## src/rtl/lsu_pkg.sv

```systemverilog
// lsu_pkg: the types and constants shared by the load/store unit and its
// lane-alignment helper.
//   lsu_state_e     - load_store_unit controller states
//   F3_*            - RISC-V funct3 codes for access size and sign
//   lsu_cause_e     - fault cause reported on resp_cause
//   lsu_fault_cause - classifies one request (illegal > misaligned > range)
package lsu_pkg;

    typedef enum logic [2:0] {
        IDLE  = 3'd0,
        LOAD  = 3'd1,
        MERGE = 3'd2,
        WRITE = 3'd3,
        RESP  = 3'd4
    } lsu_state_e;

    localparam logic [2:0] F3_B  = 3'b000;
    localparam logic [2:0] F3_H  = 3'b001;
    localparam logic [2:0] F3_W  = 3'b010;
    localparam logic [2:0] F3_BU = 3'b100;
    localparam logic [2:0] F3_HU = 3'b101;

    typedef enum logic [1:0] {
        CAUSE_NONE     = 2'd0,
        CAUSE_MISALIGN = 2'd1,
        CAUSE_RANGE    = 2'd2,
        CAUSE_ILLEGAL  = 2'd3
    } lsu_cause_e;

    // Unsigned variants exist only for loads; stores have no sign to choose.
    function automatic lsu_cause_e lsu_fault_cause(
        input logic       store,
        input logic [2:0] funct3,
        input logic [1:0] addr_lo,
        input logic       out_of_range
    );
        logic legal;
        logic misaligned;
        case (funct3)
            F3_B, F3_H, F3_W: legal = 1'b1;
            F3_BU, F3_HU:     legal = ~store;
            default:          legal = 1'b0;
        endcase
        misaligned = ((funct3[1:0] == 2'b01) && addr_lo[0]) ||
                     ((funct3[1:0] == 2'b10) && (addr_lo != 2'b00));
        if (!legal)           return CAUSE_ILLEGAL;
        else if (misaligned)  return CAUSE_MISALIGN;
        else if (out_of_range) return CAUSE_RANGE;
        else                  return CAUSE_NONE;
    endfunction

endpackage

```

## src/rtl/lsu_align.sv

```systemverilog
// lsu_align: purely combinational lane handling for the load/store unit.
// Ports:
//   i_word     - word read from data memory
//   i_wdata    - store data, right-aligned
//   i_lane     - byte address bits [1:0]
//   i_funct3   - size/sign code
//   o_load     - selected lane, sign- or zero-extended to 32 bits
//   o_store    - i_word with the store lane replaced (whole i_wdata for SW)
module lsu_align
    import lsu_pkg::*;
(
    input  logic [31:0] i_word,
    input  logic [31:0] i_wdata,
    input  logic [1:0]  i_lane,
    input  logic [2:0]  i_funct3,
    output logic [31:0] o_load,
    output logic [31:0] o_store
);

    logic [7:0]  w_byte;
    logic [15:0] w_half;

    always_comb begin
        w_byte = 8'h00;
        case (i_lane)
            2'd0: w_byte = i_word[7:0];
            2'd1: w_byte = i_word[15:8];
            2'd2: w_byte = i_word[23:16];
            2'd3: w_byte = i_word[31:24];
            default: w_byte = 8'h00;
        endcase
        w_half = i_lane[1] ? i_word[31:16] : i_word[15:0];
    end

    always_comb begin
        o_load = i_word;
        case (i_funct3)
            F3_B:    o_load = {{24{w_byte[7]}}, w_byte};
            F3_H:    o_load = {{16{w_half[15]}}, w_half};
            F3_BU:   o_load = {24'h000000, w_byte};
            F3_HU:   o_load = {16'h0000, w_half};
            default: o_load = i_word;
        endcase
    end

    always_comb begin
        o_store = i_word;
        case (i_funct3[1:0])
            2'b00: begin
                case (i_lane)
                    2'd0: o_store[7:0]   = i_wdata[7:0];
                    2'd1: o_store[15:8]  = i_wdata[7:0];
                    2'd2: o_store[23:16] = i_wdata[7:0];
                    2'd3: o_store[31:24] = i_wdata[7:0];
                    default: o_store = i_word;
                endcase
            end
            2'b01: begin
                if (i_lane[1]) o_store[31:16] = i_wdata[15:0];
                else           o_store[15:0]  = i_wdata[15:0];
            end
            default: o_store = i_wdata;
        endcase
    end

endmodule

```

## src/rtl/load_store_unit.sv

```systemverilog
// load_store_unit: memory-access stage in front of a word-wide data memory
// without byte enables. Sub-word stores are done as read-modify-write.
// Faulted requests never touch memory.
//
// state | meaning
// ------+-----------------------------------------------------------------
// IDLE  | ready for a request; fault classified at accept
// LOAD  | memory read, extended lane registered
// MERGE | memory read, store lane merged into the old word
// WRITE | merged (or full SW) word written
// RESP  | one-cycle response pulse
//
// Ports:
//   clock, reset             - sole clock; synchronous active-high reset
//   req_valid/req_ready      - request handshake
//   req_store, req_funct3    - direction and size/sign code
//   req_addr, req_wdata      - byte address, right-aligned store data
//   resp_valid               - one-cycle completion pulse (no backpressure)
//   resp_rdata               - extended load data; 0 for stores and faults
//   resp_fault, resp_cause   - fault flag and cause
//   mem_read_enable, mem_write_enable, mem_addr, mem_write_data,
//   mem_read_data            - data memory (combinational read)
module load_store_unit
    import lsu_pkg::*;
#(
    parameter int DMEM_WORDS = 256
) (
    input  logic        clock,
    input  logic        reset,
    input  logic        req_valid,
    output logic        req_ready,
    input  logic        req_store,
    input  logic [2:0]  req_funct3,
    input  logic [31:0] req_addr,
    input  logic [31:0] req_wdata,
    output logic        resp_valid,
    output logic [31:0] resp_rdata,
    output logic        resp_fault,
    output logic [1:0]  resp_cause,
    output logic        mem_read_enable,
    output logic        mem_write_enable,
    output logic [31:0] mem_addr,
    output logic [31:0] mem_write_data,
    input  logic [31:0] mem_read_data
);

    // 33 bits so the limit cannot wrap for a memory filling the address space.
    localparam logic [32:0] ADDR_LIMIT = 33'(DMEM_WORDS) * 33'd4;

    lsu_state_e  r_state;
    logic [2:0]  r_funct3;
    logic [31:0] r_addr;
    logic [31:0] r_wdata;
    logic [31:0] r_wword;
    logic [31:0] r_rdata;
    logic        r_fault;
    lsu_cause_e  r_cause;

    logic        w_accept;
    logic        w_out_of_range;
    lsu_cause_e  w_cause;
    logic [31:0] w_load_data;
    logic [31:0] w_store_word;
    logic        w_mem_phase;

    assign req_ready      = (r_state == IDLE) && !reset;
    assign w_accept       = req_valid && req_ready;
    assign w_out_of_range = ({1'b0, req_addr} >= ADDR_LIMIT);
    assign w_cause        = lsu_fault_cause(req_store, req_funct3, req_addr[1:0],
                                            w_out_of_range);

    lsu_align u_align (
        .i_word   (mem_read_data),
        .i_wdata  (r_wdata),
        .i_lane   (r_addr[1:0]),
        .i_funct3 (r_funct3),
        .o_load   (w_load_data),
        .o_store  (w_store_word)
    );

    always_ff @(posedge clock) begin
        if (reset) begin
            r_state  <= IDLE;
            r_funct3 <= 3'd0;
            r_addr   <= 32'd0;
            r_wdata  <= 32'd0;
            r_wword  <= 32'd0;
            r_rdata  <= 32'd0;
            r_fault  <= 1'b0;
            r_cause  <= CAUSE_NONE;
        end else begin
            case (r_state)
                IDLE: begin
                    if (w_accept) begin
                        r_funct3 <= req_funct3;
                        r_addr   <= req_addr;
                        r_wdata  <= req_wdata;
                        // SW goes straight to WRITE with the full word.
                        r_wword  <= req_wdata;
                        r_rdata  <= 32'd0;
                        r_fault  <= (w_cause != CAUSE_NONE);
                        r_cause  <= w_cause;
                        if (w_cause != CAUSE_NONE) r_state <= RESP;
                        else if (!req_store)       r_state <= LOAD;
                        else if (req_funct3 == F3_W) r_state <= WRITE;
                        else                       r_state <= MERGE;
                    end
                end
                LOAD: begin
                    r_rdata <= w_load_data;
                    r_state <= RESP;
                end
                MERGE: begin
                    r_wword <= w_store_word;
                    r_state <= WRITE;
                end
                WRITE:   r_state <= RESP;
                RESP:    r_state <= IDLE;
                default: r_state <= IDLE;
            endcase
        end
    end

    assign w_mem_phase      = (r_state == LOAD) || (r_state == MERGE) || (r_state == WRITE);
    assign mem_read_enable  = (r_state == LOAD) || (r_state == MERGE);
    // Reset overrides WRITE combinationally so an aborted store never lands.
    assign mem_write_enable = (r_state == WRITE) && !reset;
    assign mem_addr         = w_mem_phase ? {r_addr[31:2], 2'b00} : 32'd0;
    assign mem_write_data   = (r_state == WRITE) ? r_wword : 32'd0;

    assign resp_valid = (r_state == RESP);
    assign resp_rdata = resp_valid ? r_rdata : 32'd0;
    assign resp_fault = resp_valid && r_fault;
    assign resp_cause = resp_valid ? r_cause : CAUSE_NONE;

endmodule

```

## config.mk

```make
export PLATFORM = sky130hd
export DESIGN_NAME = load_store_unit
export DESIGN_NICKNAME = d
export VERILOG_FILES = /design/src/rtl/lsu_pkg.sv /design/src/rtl/lsu_align.sv /design/src/rtl/load_store_unit.sv
export SDC_FILE = /design/constraint.sdc
export NUM_CORES = 1
export LEC_CHECK = 0
export ABC_CLOCK_PERIOD_IN_PS = 1850
export CORE_ASPECT_RATIO = 0.6
export CORE_MARGIN = 2
export CORE_UTILIZATION = 45
export DETAILED_ROUTE_END_ITERATION = 10
export PLACE_DENSITY = 0.77
export SYNTH_ARGS = -nofsm -noshare
export SYNTH_HDL_FRONTEND = slang
export SYNTH_SLANG_ARGS = --single-unit
```

## constraint.sdc

```tcl
create_clock -name clock -period 1.85 [get_ports clock]
set_input_delay 0.37 -clock clock [delete_from_list [all_inputs] [get_ports clock]]
set_output_delay 0.37 -clock clock [all_outputs]
set_load 0.005 [all_outputs]
```

# ---- After elaboration in Yosys (flattened, before gate mapping)
# Cells that the tools add are included.
dict set report classes {
  bitwise 1
  eq_ne 18
  n_reduce_logical 25
  order_cmp 1
  mux 27
}
# op count
set op_table {}
lappend op_table {{$pmux 32 s2} 3}
lappend op_table {{$mux 32} 5}
lappend op_table {{$pmux 32 s4} 1}
lappend op_table {{$mux 16} 3}
lappend op_table {{$ge 32x11->1 const B} 1}
lappend op_table {{$mux 8} 4}
lappend op_table {{$pmux 8 s4} 1}
lappend op_table {{$eq 3x3->1 const B} 5}
lappend op_table {{$mux 2} 5}
lappend op_table {{$eq 3x1->1 const B} 3}
lappend op_table {{$eq 3x2->1 const B} 3}
lappend op_table {{$logic_not 3->1} 3}
lappend op_table {{$pmux 3 s3} 1}
lappend op_table {{$reduce_bool 2->1} 4}
lappend op_table {{$eq 2x1->1 const B} 3}
lappend op_table {{$eq 2x2->1 const B} 3}
lappend op_table {{$logic_and 1x1->1} 6}
lappend op_table {{$mux 3} 2}
lappend op_table {{$reduce_and 2->1} 3}
lappend op_table {{$logic_not 2->1} 2}
lappend op_table {{$reduce_or 2->1} 2}
lappend op_table {{$logic_or 1x1->1} 3}
lappend op_table {{$reduce_or 3->1} 1}
lappend op_table {{$ne 2x2->1 const B} 1}
lappend op_table {{other kinds (4)} 4}
dict set report totals {
  regBits 137
  out_inout_bits 103
  word_cells 80
}

# ---- Longest topological paths before layout
dict set report logic_depth {
  depth_word 9
  depth_mapped 7
}

# ---- Modules after synthesis
# From an unflattened synthesis, not the netlist that was laid out.
dict set report hier_totals {
  hier_cells 970
  hier_area_um2 7219.4
}
# module n_inst area_each_um2 cells_per_inst
set by_module_without_submodules {}
lappend by_module_without_submodules {load_store_unit 1 5725.5 717}
lappend by_module_without_submodules {lsu_align 1 1493.9 253}

# ---- Worst setup path after synthesis
# No wires, ideal clock.
dict set report synth_timing {
  path_kind {register to output}
  startpoint {register r_state[1]}
  endpoint {output mem_write_data[10]}
  stages_incl_launch_ff 5
  slack_ns 0.189
  arrival_time_ns 1.291
  n_path_buf 2
  path_cell_list {dfxtp_1 > buf_4 > nor3b_1 > clkbuf_1 > and2_1}
}
dict set report synth_via {
  elab_chain_cells 2
}
# element line_no
set synth_rtl {}
lappend synth_rtl {{start: declaration} load_store_unit.sv:50} ;# lsu_state_e r_state;
lappend synth_rtl {{start signal: assignment} load_store_unit.sv:83} ;# r_state <= IDLE;
lappend synth_rtl {{start signal: assignment} load_store_unit.sv:103} ;# if (w_cause != CAUSE_NONE) r_state <= RESP;
lappend synth_rtl {{start signal: assignment} load_store_unit.sv:104} ;# else if (!req_store) r_state <= LOAD;
lappend synth_rtl {{$eq 3x2->1} load_store_unit.sv:129} ;# assign mem_write_data = (r_state == WRITE) ? r_wword : 32'd0;
lappend synth_rtl {{$mux 32} load_store_unit.sv:129}
lappend synth_rtl {{end: declaration} load_store_unit.sv:43} ;# output logic [31:0] mem_write_data,
# No other way between the ends.

# ---- Worst setup path in the final report
dict set report layout_timing {
  startpoint {register r_state[1]}
  endpoint {output resp_rdata[23]}
}
dict set report layout_via {
  elab_chain_cells 2
}
# element line_no
set layout_rtl {}
lappend layout_rtl {{$eq 3x3->1} load_store_unit.sv:131} ;# assign resp_valid = (r_state == RESP);
lappend layout_rtl {{$mux 32} load_store_unit.sv:132} ;# assign resp_rdata = resp_valid ? r_rdata : 32'd0;
lappend layout_rtl {{end: declaration} load_store_unit.sv:37} ;# output logic [31:0] resp_rdata,
# No other way between the ends.

==> flow_metrics.py <==
metrics = {
    "run_status": {
        "status": "finished with violations",
        "failed_checks": "negative setup slack",
    },
    "power_and_ir_drop": {
        "powerDensity_nw_per_um2": 689,
        "irDropWorstVdd_mv": 0.614,
        "switching_share_pct": 26.5,
        "power_mw": 8.50,
        "power_frac_clock_pct": 44.9,
        "combPwrFrac_pct": 17.5,
        "internal_power_mw": 6.25,
        "p_leak_nw": 5.53,
        "power_switching_mw": 2.25,
        "seq_power_share_pct": 37.5,
    },
    "clock_tree": {
        "path_clk_slew_ns": 0.06,
        "cts_buffers": 17,
        "clock_latency_ns": 0.42,
        "cts-root-buf": "clkbuf_16",
        "cts_tree": "built",
        "cts_buffer_depth": 2,
        "clock_sinks": 137,
        "ctsHoldBuffers": 0,
        "htreeDepth": 4,
    },
    "synthesis": {
        "yosysWarnings": 0,
        "synth_cells": 860,
        "ys.flop_type": "dfxtp_1",
        "synth_cell_types": 58,
        "postSynthAreaPerCell_um2": 8.12,
        "synth_edf_count": 0,
        "synth_top_area_share_pct": 39.3,
        "synth_area_leader_cell": "dfxtp_1",
        "yosysMostFrequentCell": "nand2_1",
        "synth-seq-cells": 137,
        "synthTopCellsByCount": "153 x nand2_1, 137 x dfxtp_1, 73 x and2_1",
        "synth_area_um2": 6980,
        "async_flop_share_pct": 0,
        "seq_area_frac_synth_pct": 39.3,
        "synth.area.top_cells": "dfxtp_1 39%, nand2_1 8.2%, and2_1 6.5%",
    },
    "floorplanning": {
        "row_count": 35,
        "core_area_um2": 15200,
        "io_pins": 206,
        "die_w_um": 165,
        "start_util_pct": 45.8,
        "dieArea_um2": 16600,
        "fp.dieH_um": 100,
    },
    "detailed_routing": {
        "vias_per_cell": 6.26,
        "met1_length_mm": 13.2,
        "num_vias": 8585,
        "drc": 0,
        "dr.pass1.iters": 8,
        "met3WireLength_mm": 4.17,
        "wl_met2_mm": 14.1,
        "drtAntennaViolNets": 0,
        "wire_per_inst_um": 23.7,
        "drt-initial-drc-count": 1075,
        "highest_layer": "met4",
        "drt-total-wl_mm": 32.5,
    },
    "global_route": {
        "antenna_found_initial": 1,
        "grt_start_max_net_pins": 67,
        "grt_first_pass_wirelength_mm": 40.5,
        "track_usage_pct": 31.9,
        "grt_pass1_vias": 7336,
        "overflow": 0,
    },
    "sta": {
        "fmax_ghz": 0.471,
        "relSlewSlack_pct": 36.4,
        "period_needed_ns": 2.12,
        "setup_ws_ns": -0.273,
        "finalSetupTns_ns": -25.07,
        "setup_viol": 182,
        "maxSlewViolCount": 0,
        "post-route-period-util_pct": 115,
        "hold_ws_ns": 0.443,
        "finalClockSkew_ns": 0.00530,
        "hold_viol_final": 0,
        "rsz0062_at_grt": "true",
        "worst_slew_pin_slew_ns": 0.954,
    },
    "cells_and_area": {
        "drive_gt1_share_pct": 38.8,
        "antenna_cells": 0,
        "finalNonFillerCells": 1372,
        "fillers": 847,
        "nets": 1260,
        "area_growth_pct": 76.7,
        "fin_util_pct": 80.9,
    },
    "placement": {
        "dp_cells": 1277,
        "post-dp-hpwl_mm": 18.0,
        "place_congestion": 0.914,
        "portBuffers": 203,
    },
    "setup_path": {
        "cp.required_ns": 1.48,
        "critPathCaptureType": "primary output",
        "cp-start-kind": "flop",
        "crit_type": "flop to primary output",
        "path_max_fanout": 7,
        "crit_arrival_ns": 1.75,
    },
    "min_path": {
        "hold_path.class": "flop to flop",
    },
    "job": {
        "cap_viol_max_count": 0,
    },
}
## layout by cell type (no fill, tap or decap), drive strengths merged, types with 2 or more instances in the layout
cell	count
buf	215
nand2	153
dfxtp	137
clkdlybuf4s50	101
and2	73
a21oi	64
and3	44
clkbuf	37
nand3	34
o21ai	32
a211oi	30
dlymetal6s2s	23
a221o	22
nor2	19
a22oi	19
mux2i	17
o22ai	17
inv	14
nor2b	9
nor3b	9
a221oi	9
o221ai	8
o2111a	7
nor3	7
nand2b	6
a32o	6
clkdlybuf4s15	6
nor4	6
a211o	5
bufinv	5
a31oi	3
mux2	3
o31ai	3
conb	2
clkinv	2
clkinvlp	2
nor4b	2
## final timing paths
check             slack [ns]                       to  depth (start not counted)                     from
setup reg to reg       -0.23  r_wword[3]$_SDFFE_PP0P_                          9  r_state[1]$_SDFFE_PP0P_
setup / recovery       -0.27           resp_rdata[23]                          8  r_state[1]$_SDFFE_PP0P_
hold / removal          0.44   r_addr[4]$_SDFFE_PP0P_                          2   r_addr[4]$_SDFFE_PP0P_
hold reg to reg         0.44   r_addr[4]$_SDFFE_PP0P_                          2   r_addr[4]$_SDFFE_PP0P_
## power groups by stage
stage / combinational (mW) / sequential (mW) / clock, mW
6_report: 1.49 / 3.19 / 3.82
5_1_grt: 1.54 / 3.20 / 3.94
4_1_cts: 1.16 / 3.16 / 3.80
3_5_place_dp: 1.11 / 3.22 / 0
3_3_place_gp: 1.10 / 3.22 / 0
2_1_floorplan: 0.549 / 3.19 / 0
## per-stage QoR
stage | cell area, um2 | setup slack, ns
5_1_grt | 12300 | -0.308
3_5_place_dp | 9710 | -0.296
6_report | 12300 | -0.273
4_1_cts | 11000 | -0.326
3_3_place_gp | 9710 | -0.241
2_1_floorplan | 6990 | 0.189
## layout make-up
cell class	count	area [um2]	area share, %
Multi-Input combinational cell	627	4630	37.5
Timing Repair Buffer	361	4000	32.4
Tap cell	203	254	2.06
Clock inverter	10	191	1.55
Clock buffer	21	460	3.73
Inverter	13	51.3	0.416
Sequential cell	137	2750	22.3
## layer usage
metal / GRT usage [%] / vias to the layer above
met1: 47.1 / 4140
met3: 8.39 / 127
met5: 0 / -
met2: 46.4 / 619
li1: - / 3699
met4: 7.22 / 0
## worst max-delay path, cell delays in order (launching register included)
cell	delay [ns]
dfxtp_4	0.37
nor2_4	0.16
buf_6	0.12
buf_6	0.11
buf_12	0.10
buf_6	0.10
buf_16	0.11
and3_4	0.19
buf_6	0.09
## sequential cells by signal, summed over array words and instances (netlist names)
signal / count
r_addr: 32
r_rdata: 32
r_wdata: 32
r_wword: 32
r_funct3: 3
r_state: 3
r_cause: 2
r_fault: 1
## repair_timing
action,in CTS,in global routing
endpoints found under the setup margin,102,197
setup buffers,25,29
cloned,7,18
pin swaps,27,91
resized for setup,402,256
## kinds of logic after synthesis
| kind of cell | after synthesis | synth area share [%] |
|---|---|---|
| AO/OA/AOI/OAI | 233 | 23.9 |
| XOR/XNOR | 2 | 0.251 |
| buffers and inverters | 97 | 6.56 |
| flip-flops | 137 | 39.3 |
| multiplexers | 20 | 2.92 |
| other | 1 | 0.0537 |
| AND/OR/NAND/NOR | 370 | 27.0 |
Power figures use the tool's default switching activity.
